`src/rtl/uart_pkg.sv`:
```
// Shared UART definitions: FSM states, frame geometry and parity-mode encoding.
// Used by uart_tx, the controller and the receiver.
package uart_pkg;

  localparam int UART_DATA_BITS       = 8;
  localparam int UART_START_BITS      = 1;
  localparam int UART_MIN_STOP_BITS   = 1;
  localparam int UART_BASE_FRAME_BITS = UART_START_BITS + UART_DATA_BITS + UART_MIN_STOP_BITS;
  localparam int UART_MAX_FRAME_BITS  = UART_BASE_FRAME_BITS + 2;

  typedef enum logic [2:0] {
    ST_IDLE   = 3'd0,
    ST_FETCH  = 3'd1,
    ST_START  = 3'd2,
    ST_DATA   = 3'd3,
    ST_PARITY = 3'd4,
    ST_STOP   = 3'd5
  } uart_state_e;

  typedef enum logic [1:0] {
    PAR_NONE = 2'd0,
    PAR_EVEN = 2'd1,
    PAR_ODD  = 2'd2
  } parity_mode_e;

  function automatic parity_mode_e parity_mode(input logic en, input logic odd);
    if (!en) return PAR_NONE;
    return odd ? PAR_ODD : PAR_EVEN;
  endfunction

  // Bits per frame including start, parity and stop bits.
  function automatic int frame_bits(input parity_mode_e mode, input logic two_stop);
    return UART_BASE_FRAME_BITS + int'(mode != PAR_NONE) + int'(two_stop);
  endfunction

endpackage

```
`src/rtl/uart_baud_gen.sv`:
```
// Bit-time generator: counts 0..div and pulses bit_tick on the terminal count.
// clear holds the count at zero so the first bit after release is full length.
module uart_baud_gen #(
  parameter int DIV_WIDTH = 16
) (
  input  logic                 clk,
  input  logic                 rst_n,
  input  logic                 clear,
  input  logic [DIV_WIDTH-1:0] div,
  output logic                 bit_tick
);

  logic [DIV_WIDTH-1:0] cnt_q, cnt_d;

  assign bit_tick = (cnt_q == div);

  always_comb begin
    cnt_d = cnt_q + DIV_WIDTH'(1);
    if (clear || bit_tick) cnt_d = '0;
  end

  always_ff @(posedge clk or negedge rst_n) begin
    if (!rst_n) cnt_q <= '0;
    else        cnt_q <= cnt_d;
  end

endmodule

```
`src/rtl/uart_tx.sv`:
```
// UART transmitter: pops the TX FIFO from IDLE, serializes start/8 data/parity/stop on txd (registered).
// txd falls two cycles after the pop; no pop while busy, disabled or the FIFO is empty.
module uart_tx
  import uart_pkg::*;
#(
  parameter int DATA_WIDTH = 16,
  parameter int DIV_WIDTH  = 16
) (
  input  logic                  clk,
  input  logic                  rst_n,
  input  logic [DIV_WIDTH-1:0]  baud_div,
  input  logic                  parity_en,
  input  logic                  parity_odd,
  input  logic                  two_stop,
  input  logic                  tx_enable,
  input  logic                  fifo_empty,
  input  logic [DATA_WIDTH-1:0] fifo_rd_data,
  output logic                  fifo_rd_en,
  output logic                  txd,
  output logic                  tx_busy,
  output logic                  frame_done
);

  uart_state_e state_q, state_d;

  logic [UART_DATA_BITS-1:0] shift_q, shift_d;
  logic                      par_acc_q, par_acc_d;
  logic [2:0]                bit_cnt_q, bit_cnt_d;
  logic                      stop_cnt_q, stop_cnt_d;
  logic [DIV_WIDTH-1:0]      div_q, div_d;
  parity_mode_e              mode_q, mode_d;
  logic                      two_stop_q, two_stop_d;
  logic                      txd_q, txd_d;
  logic                      frame_done_q, frame_done_d;
  logic                      bit_tick;
  logic                      pop_req;
  logic                      unused_hi_bits;

  assign unused_hi_bits = ^fifo_rd_data[DATA_WIDTH-1:UART_DATA_BITS];

  uart_baud_gen #(.DIV_WIDTH(DIV_WIDTH)) u_baud (
    .clk      (clk),
    .rst_n    (rst_n),
    .clear    ((state_q == ST_IDLE) || (state_q == ST_FETCH)),
    .div      (div_q),
    .bit_tick (bit_tick)
  );

  assign pop_req = (state_q == ST_IDLE) && tx_enable && !fifo_empty;

  always_ff @(posedge clk or negedge rst_n) begin
    if (!rst_n) state_q <= ST_IDLE;
    else        state_q <= state_d;
  end

  always_comb begin
    state_d = state_q;
    unique case (state_q)
      ST_IDLE:   if (pop_req) state_d = ST_FETCH;
      ST_FETCH:  state_d = ST_START;
      ST_START:  if (bit_tick) state_d = ST_DATA;
      ST_DATA:   if (bit_tick && (bit_cnt_q == 3'd7))
                   state_d = (mode_q != PAR_NONE) ? ST_PARITY : ST_STOP;
      ST_PARITY: if (bit_tick) state_d = ST_STOP;
      ST_STOP:   if (bit_tick && (!two_stop_q || stop_cnt_q)) state_d = ST_IDLE;
      default:   state_d = ST_IDLE;
    endcase
  end

  // Frame format is captured once per word so config writes never corrupt a frame in flight.
  always_comb begin
    shift_d    = shift_q;
    par_acc_d  = par_acc_q;
    bit_cnt_d  = bit_cnt_q;
    stop_cnt_d = stop_cnt_q;
    div_d      = div_q;
    mode_d     = mode_q;
    two_stop_d = two_stop_q;
    if (state_q == ST_FETCH) begin
      shift_d    = fifo_rd_data[UART_DATA_BITS-1:0];
      par_acc_d  = 1'b0;
      bit_cnt_d  = 3'd0;
      stop_cnt_d = 1'b0;
      div_d      = baud_div;
      mode_d     = parity_mode(parity_en, parity_odd);
      two_stop_d = two_stop;
    end
    if ((state_q == ST_DATA) && bit_tick) begin
      shift_d   = {1'b0, shift_q[UART_DATA_BITS-1:1]};
      par_acc_d = par_acc_q ^ shift_q[0];
      bit_cnt_d = bit_cnt_q + 3'd1;
    end
    if ((state_q == ST_STOP) && bit_tick) stop_cnt_d = two_stop_q && !stop_cnt_q;
  end

  always_ff @(posedge clk or negedge rst_n) begin
    if (!rst_n) begin
      shift_q    <= '0;
      par_acc_q  <= 1'b0;
      bit_cnt_q  <= 3'd0;
      stop_cnt_q <= 1'b0;
      div_q      <= '0;
      mode_q     <= PAR_NONE;
      two_stop_q <= 1'b0;
    end else begin
      shift_q    <= shift_d;
      par_acc_q  <= par_acc_d;
      bit_cnt_q  <= bit_cnt_d;
      stop_cnt_q <= stop_cnt_d;
      div_q      <= div_d;
      mode_q     <= mode_d;
      two_stop_q <= two_stop_d;
    end
  end

  // txd is decoded from the next state so the registered line lines up with the state.
  always_comb begin
    txd_d = 1'b1;
    unique case (state_d)
      ST_START:  txd_d = 1'b0;
      ST_DATA:   txd_d = shift_d[0];
      ST_PARITY: txd_d = par_acc_d ^ (mode_q == PAR_ODD);
      default:   txd_d = 1'b1;
    endcase
    frame_done_d = (state_q == ST_STOP) && (state_d == ST_IDLE);
  end

  always_ff @(posedge clk or negedge rst_n) begin
    if (!rst_n) begin
      txd_q        <= 1'b1;
      frame_done_q <= 1'b0;
    end else begin
      txd_q        <= txd_d;
      frame_done_q <= frame_done_d;
    end
  end

  assign fifo_rd_en = pop_req && rst_n;
  assign txd        = txd_q;
  assign tx_busy    = (state_q != ST_IDLE);
  assign frame_done = frame_done_q;

endmodule

```
`config.mk`:
```
export PLATFORM = sky130hd
export DESIGN_NAME = uart_tx
export DESIGN_NICKNAME = d
export VERILOG_FILES = /design/src/rtl/uart_pkg.sv /design/src/rtl/uart_baud_gen.sv /design/src/rtl/uart_tx.sv
export SDC_FILE = /design/constraint.sdc
export NUM_CORES = 1
export LEC_CHECK = 0
export BUFFER_PORTS_ARGS = -buffer_cell sky130_fd_sc_hd__buf_2
export CAP_MARGIN = 10
export CORE_ASPECT_RATIO = 0.9
export CORE_MARGIN = 1
export CORE_UTILIZATION = 30
export DETAILED_ROUTE_END_ITERATION = 8
export SYNTH_ARGS = -nofsm -noshare
export SYNTH_HDL_FRONTEND = slang
export SYNTH_SLANG_ARGS = --single-unit
```
`constraint.sdc`:
```
create_clock -name clk -period 2.3 [get_ports clk]
set_input_delay 0.23 -clock clk [delete_from_list [all_inputs] [get_ports clk]]
set_output_delay 0.23 -clock clk [all_outputs]
set_load 0.1 [all_outputs]
```
==> results of run 1 <==
==> state kept, by name, indices dropped and copies added (netlist names) <==
signal,count
bit_cnt_q,3
mode_q,2
stop_cnt_q,1
state_q,3
shift_q,8
txd,1
u_baud.cnt_q,16
div_q,16
frame_done,1
par_acc_q,1
two_stop_q,1
==> final cells by class <==
type                            count  area [µm²]  share of cell area [%]
Multi-Input combinational cell    200        1200                    39.1
Clock buffer                        5        68.8                    2.24
Inverter                           10        37.5                    1.22
Clock inverter                      3        22.5                   0.735
Tap cell                          115         144                    4.69
Timing Repair Buffer               45         268                    8.73
Sequential cell                    53        1330                    43.3
==> synthesized netlist by cell type (2+ instances only) <==
master    number
o21ai_0        7
nor2b_1        2
dfrtp_1       52
xnor2_1        7
or3_1          4
ha_1           3
inv_1          9
a21oi_1        8
nand4_1        3
clkbuf_1       5
xor2_1        20
nand2_1       71
nor2_1        20
nand3_1       13
nor4_1         5
a31oi_1        2
a21o_1         6
buf_6          2
a22o_1         7
==> layer usage <==
| metal | part of all wire, % | vias to the layer above | global-route usage [%] | routed length (µm) |
|---|---|---|---|---|
| met5 | 0 | - | 0 | 0 |
| met4 | 0 | 0 | 1.10 | 0 |
| met3 | 4.3 | 0 | 3.11 | 229 |
| met2 | 45 | 43 | 19.6 | 2430 |
| met1 | 50 | 923 | 18.6 | 2700 |
| li1 | - | 995 | - | - |
==> through the flow <==
step	std cells	power, W	cell area [µm²]	worst slack [ns]
after floorplan	272	0.00221	2590	0.0570
after global placement	422	0.00251	2950	0.0993
after detailed placement	422	0.00255	2950	0.0911
after CTS	430	0.00308	3040	0.0693
after global routing	431	0.00333	3070	0.0248
final	431	0.00308	3070	0.168
==> placed cells by master, fill, tap and decap left out, types with 3 or more instances in the layout <==
| master | n |
|---|---|
| nand2_1 | 71 |
| dfrtp_1 | 52 |
| buf_2 | 33 |
| xor2_1 | 20 |
| nor2_1 | 19 |
| nand3_1 | 13 |
| buf_4 | 11 |
| inv_1 | 9 |
| a21oi_1 | 8 |
| o21ai_0 | 7 |
| xnor2_1 | 7 |
| a22o_1 | 7 |
| a21o_1 | 6 |
| clkbuf_8 | 5 |
| or3_1 | 4 |
| nand4_1 | 3 |
| nor4_2 | 3 |
| ha_1 | 3 |
| clkinvlp_4 | 3 |
==> cell families after synthesis <==
logic type	share of synthesized area (%)
compound gates	10.6
xor+xnor	9.15
fa+ha+maj	1.45
buf+inv	3.53
flops	51.4
mux	0.581
simple gates	23.3
==> repair_timing <==
| action | 4_1_cts | 5_1_grt |
|---|---|---|
| setup buffers | 0 | 1 |
| endpoints found under the setup margin | 0 | 6 |
| gates resized for setup | 0 | 3 |
==> where the power goes <==
group	switching [W]	leakage, nW	internal (W)
Sequential	0.000275	0.675	0.00123
Combinational	0.000623	0.794	0.000422
Clock	0.000308	0.0364	0.000214
Total	0.00121	1.51	0.00187
==> worst paths after layout <==
check	to	slack, ns	startpoint	cells past startpoint
max in group asynchronous	u_baud.cnt_q[1]	1.75	rst_n	2
min reg2reg	shift_q[3]	0.49	shift_q[3]	1
min in group clk	div_q[2]	0.11	baud_div[2]	3
min	div_q[8]	0.10	rst_n	2
max reg2reg	shift_q[6]	0.17	u_baud.cnt_q[6]	10
max	shift_q[6]	0.17	u_baud.cnt_q[6]	10
==> critical path, delay by kind of cell, from the launching register on <==
family                 cells  cell delay (ns)
XOR/XNOR                   1             0.19
flip-flops                 1             0.45
AND/OR/NAND/NOR            4             0.71
AO/OA/AOI/OAI              2             0.23
buffers and inverters      3             0.51
==> flow_summary_export.csv, run 1 <==
group,metric,value,unit
global_routing,grt_use_total,12.7,%
synth,avgSynthCellArea,9.50,µm²
synth,syn_area,2580,µm²
sta,worst_pin_slew,0.665,ns
sta,finalClockSkew,0.00700,ns
critical_path,crit_chain,"xor2_1, nor4_2, buf_4, and4_1, buf_4, nand2_4, nor2_8, buf_4, a22o_1, a21o_1",
synth,ys_warn_count,0,
critical_path,required,2.55,ns
drt,wl_per_cell,12.4,µm
place,io_buffers,34,
sta,hold_ws,0.104,ns
synth,synth-main-ff-cell,"dfrtp_1",
critical_path,max_stage_delay,0.45,ns
clock_network,htreeDepth,2,
die,coreArea,8180,µm²
critical_path,crit_path_max_fanout,10,
drt,vias,1961,
sta,slew_headroom,55.6,%
place,dp_hpwl,3.86,mm
clock_network,clock_sinks,53,
drt,drcViolationCount,0,
clock_network,cts_tree,"yes",
synth,synth_area_leaders,"dfrtp_1, nand2_1, xor2_1, nor2_1, nand3_1",
clock_network,cts_root_buf,"clkbuf_8",
place,place.gp.congestion,0.804,
cells_and_area,antennaDiodeCount,0,
drt,drtIter0Drc,74,
synth,synthCells,272,
critical_path,cp.arrival,2.38,ns
die,start_util,31.6,%
critical_path,path_class,"reg2reg",
power_and_ir_drop,powerDensity,1000,nW/µm²
sta,finalHoldViolations,0,
die,rows,31,
synth,seq_area_frac_synth,51.4,%
synth,synth_nets,314,
synth,synth_area_leader_cell,"dfrtp_1",
cells_and_area,area_growth,18.6,%
synth,synth_top_area_share,50.4,%
critical_path,cpMaxStageDelayCell,"dfrtp_1",
global_routing,grt_pass1_vias,1917,
sta,slew_viol_final,0,
clock_network,clk_pin_slew,0.10,ns
critical_path,crit_top_cell,"buf_4",
drt,dr.pass1.iters,4,
global_routing,grt_pass1_wl,9.25,mm
synth,synthArstFlopShare,100,%
global_routing,grt_max_degree,54,
drt,antenna_left,0,
synth,synth_edf_count,0,
drt,via_per_inst,4.55,
global_routing,overflow,0,
power_and_ir_drop,ir_drop,0.391,mV
sta,rsz0062_at_grt,"no",
sta,fmax,469,MHz
die,dieArea,8990,µm²
power_and_ir_drop,p_leak,1.51,nW
global_routing,antenna_found_initial,0,
cells_and_area,fillCellCount,847,
cells_and_area,fin_nets,357,
cells_and_area,drive_gt1_share,21.2,%
clock_network,cts.path.max_buffers,2,
cells_and_area,fin_util,37.5,%
clock_network,clkLatencyLatePin,0.30,ns
hold_path,hold_class,"in2async",
sta,setup_tns,0,ns
drt,routed_wl,5.36,mm
critical_path,endpoint_kind,"flop",
outcome,status,"completed",
sta,min_period,2.13,ns
die,die_x,99.8,µm
run,drv_cap,0,
sta,setup_viol,0,
sta,min_period_over_period,92.7,%
clock_network,cts.hold.buffers_added,0,
synth,synth-seq-cells,53,
critical_path,critPathLaunchType,"flop",
die,io_pins,43,
synth,yosysUniqueCellTypes,45,
die,die_h,90.0,µm
clock_network,cts_buffers,5,
Note: power is estimated with default switching activity, not from simulation.
==> run 2, diff against run 1 <==
CELL_PAD_IN_SITES_DETAIL_PLACEMENT = 1   (was not set)
CELL_PAD_IN_SITES_GLOBAL_PLACEMENT = 2   (was not set)
CTS_BUF_LIST = sky130_fd_sc_hd__clkbuf_16   (was not set)
PLACE_DENSITY_LB_ADDON = 0.1   (was not set)
==> flow_summary_export.csv, run 2 (synthesis gave the netlist of run 1 again) <==
group,metric,value,unit
place,dp_hpwl,4.27,mm
clock_network,cts.path.max_buffers,2,
cells_and_area,ff_latch_area,1330,µm²
run,drv_cap,0,
die,rows,31,
cells_and_area,fin_nets,365,
clock_network,clk_pin_slew,0.07,ns
critical_path,endpoint_kind,"flop",
global_routing,grt_pass1_vias,2138,
critical_path,r2r_start,"u_baud.cnt_q[7]",
sta,slew_viol_final,0,
drt,drcViolationCount,0,
power_and_ir_drop,ir_drop,0.387,mV
clock_network,cts_tree,"yes",
place,place.gp.congestion,0.777,
drt,routed_wl,5.99,mm
cells_and_area,mostFrequentLayoutCell,"nand2_1",
global_routing,overflow,0,
drt,vias,2002,
critical_path,path_class,"reg2reg",
sta,finalHoldViolations,0,
sta,slew_headroom,53.6,%
cells_and_area,drive_gt1_share,22.5,%
critical_path,critPathLaunchType,"flop",
cells_and_area,antennaDiodeCount,0,
hold_path,hold_class,"in2reg",
critical_path,r2r_cells,9,
clock_network,htreeDepth,2,
drt,via_per_inst,4.56,
drt,dr.pass1.iters,4,
sta,min_period,2.12,ns
outcome,status,"completed",
critical_path,cp_num_buf_inv,2,
drt,antenna_left,0,
sta,rsz0062_at_grt,"no",
place,io_buffers,34,
critical_path,required,2.51,ns
critical_path,max_stage_delay,0.40,ns
cells_and_area,mostFrequentLayoutCells,"nand2_1, dfrtp_1, buf_2",
cells_and_area,top_regs,"div_q x16, u_baud.cnt_q x16, shift_q x8",
drt,drtIter0Drc,58,
power_and_ir_drop,p_leak,1.59,nW
critical_path,crit_path_max_fanout,7,
cells_and_area,fillCellCount,958,
cells_and_area,area_growth,23.4,%
critical_path,rr_endpoint,"txd",
sta,setup_viol,0,
hold_path,min-delay-start,"baud_div[0]",
sta,worst_pin_slew,0.696,ns
global_routing,grt_pass1_wl,10.5,mm
critical_path,cpMaxStageDelayCell,"dfrtp_1",
sta,hold_ws,0.122,ns
sta,setup_ws,0.178,ns
global_routing,grt_max_degree,54,
global_routing,grt_use_total,15.0,%
clock_network,cts.hold.buffers_added,0,
drt,wl_per_cell,13.6,µm
cells_and_area,fin_area,3190,µm²
clock_network,clkLatencyLatePin,0.29,ns
die,die_h,90.0,µm
critical_path,crit_family,"compound AO/OA/AOI/OAI gates",
critical_path,crit_chain,"xor2_1, nor4_2, buf_4, and4_1, buf_4, nand3_2, a31o_1, o21a_1, a31oi_1",
global_routing,antenna_found_initial,0,
power_and_ir_drop,finalPower,0.00336,W
sta,setup_tns,0,ns
clock_network,cts_root_buf,"clkbuf_16",
die,dieArea,8990,µm²
sta,finalClockSkew,0.00919,ns
sta,fmax,471,MHz
clock_network,cts_buffers,5,
clock_network,clock_sinks,53,
hold_path,hold_end,"div_q[0]",
critical_path,worstSetupPathDepth,9,
place,dp_slack,0.122,ns
place,placed_area,3030,µm²
die,coreArea,8180,µm²
die,io_pins,43,
hold_path,worstHoldPathCells,3,
critical_path,crit_top_cell,"buf_4",
critical_path,cp.arrival,2.33,ns
sta,min_period_over_period,92.3,%
critical_path,reg2reg_slack,0.18,ns
die,start_util,31.6,%
power_and_ir_drop,powerDensity,1050,nW/µm²
cells_and_area,multi_input_area,1190,µm²
die,die_x,99.8,µm
run 2: cell count changes in the layout (fill, tap and decap cells not counted), sizes merged:
cell / change
buf: +8
clkinvlp: -3
clkinv: +2
inv: +1
run 2: what timing repair did:
| item | in CTS | in global routing |
|---|---|---|
| gates resized for setup | 0 | 2 |
| setup endpoints to repair | 0 | 3 |
| buffers inserted | 0 | 0 |
run 2: metrics by stage:
stage | utilization (%) | std cells
finish | 39.0 | 439
global route | 39.0 | 439
CTS | 38.8 | 439
detailed placement | 37.0 | 431
global placement | 37.0 | 431
floorplan | - | 272
run 2: worst max-delay path by stage:
stage | start | endpoint | slack [ns]
6_report | u_baud.cnt_q[7] | txd | 0.18
5_1_grt | u_baud.cnt_q[7] | txd | 0.02
4_1_cts | u_baud.cnt_q[7] | txd | 0.08
3_5_place_dp | u_baud.cnt_q[7] | bit_cnt_q[0] | 0.12
3_3_place_gp | u_baud.cnt_q[7] | bit_cnt_q[0] | 0.13
2_1_floorplan | state_q[1] | fifo_rd_en | 0.06
run 2: report_power, final:
part | switching, W | total, W | internal [W]
Combinational | 0.000643 | 0.00111 | 0.000470
Sequential | 0.000253 | 0.00149 | 0.00124
Clock | 0.000350 | 0.000756 | 0.000406
run 2: cell type report:
class | count | area share [%]
clock inverters | 3 | 0.667
multi-input cells | 200 | 37.4
inverters | 10 | 1.18
well taps | 115 | 4.51
repair buffers | 53 | 10.7
flip-flops and latches | 53 | 41.6
clock buffers | 5 | 3.92
run 2: worst min-delay path, delay by kind of cell:
family	cells	cell delay, ns
buf+inv	1	0.08
simple gates	2	0.08
run 2: routing by layer:
| metal | routed length [µm] | vias to the layer above | GRT usage (%) | share of wire, % |
|---|---|---|---|---|
| met5 | 0 | - | 0 | 0 |
| met4 | 49 | 0 | 3.68 | 0.82 |
| met3 | 171 | 5 | 3.19 | 2.9 |
| met2 | 2650 | 28 | 23.0 | 44 |
| met1 | 3120 | 952 | 21.3 | 52 |
| li1 | - | 1017 | - | - |
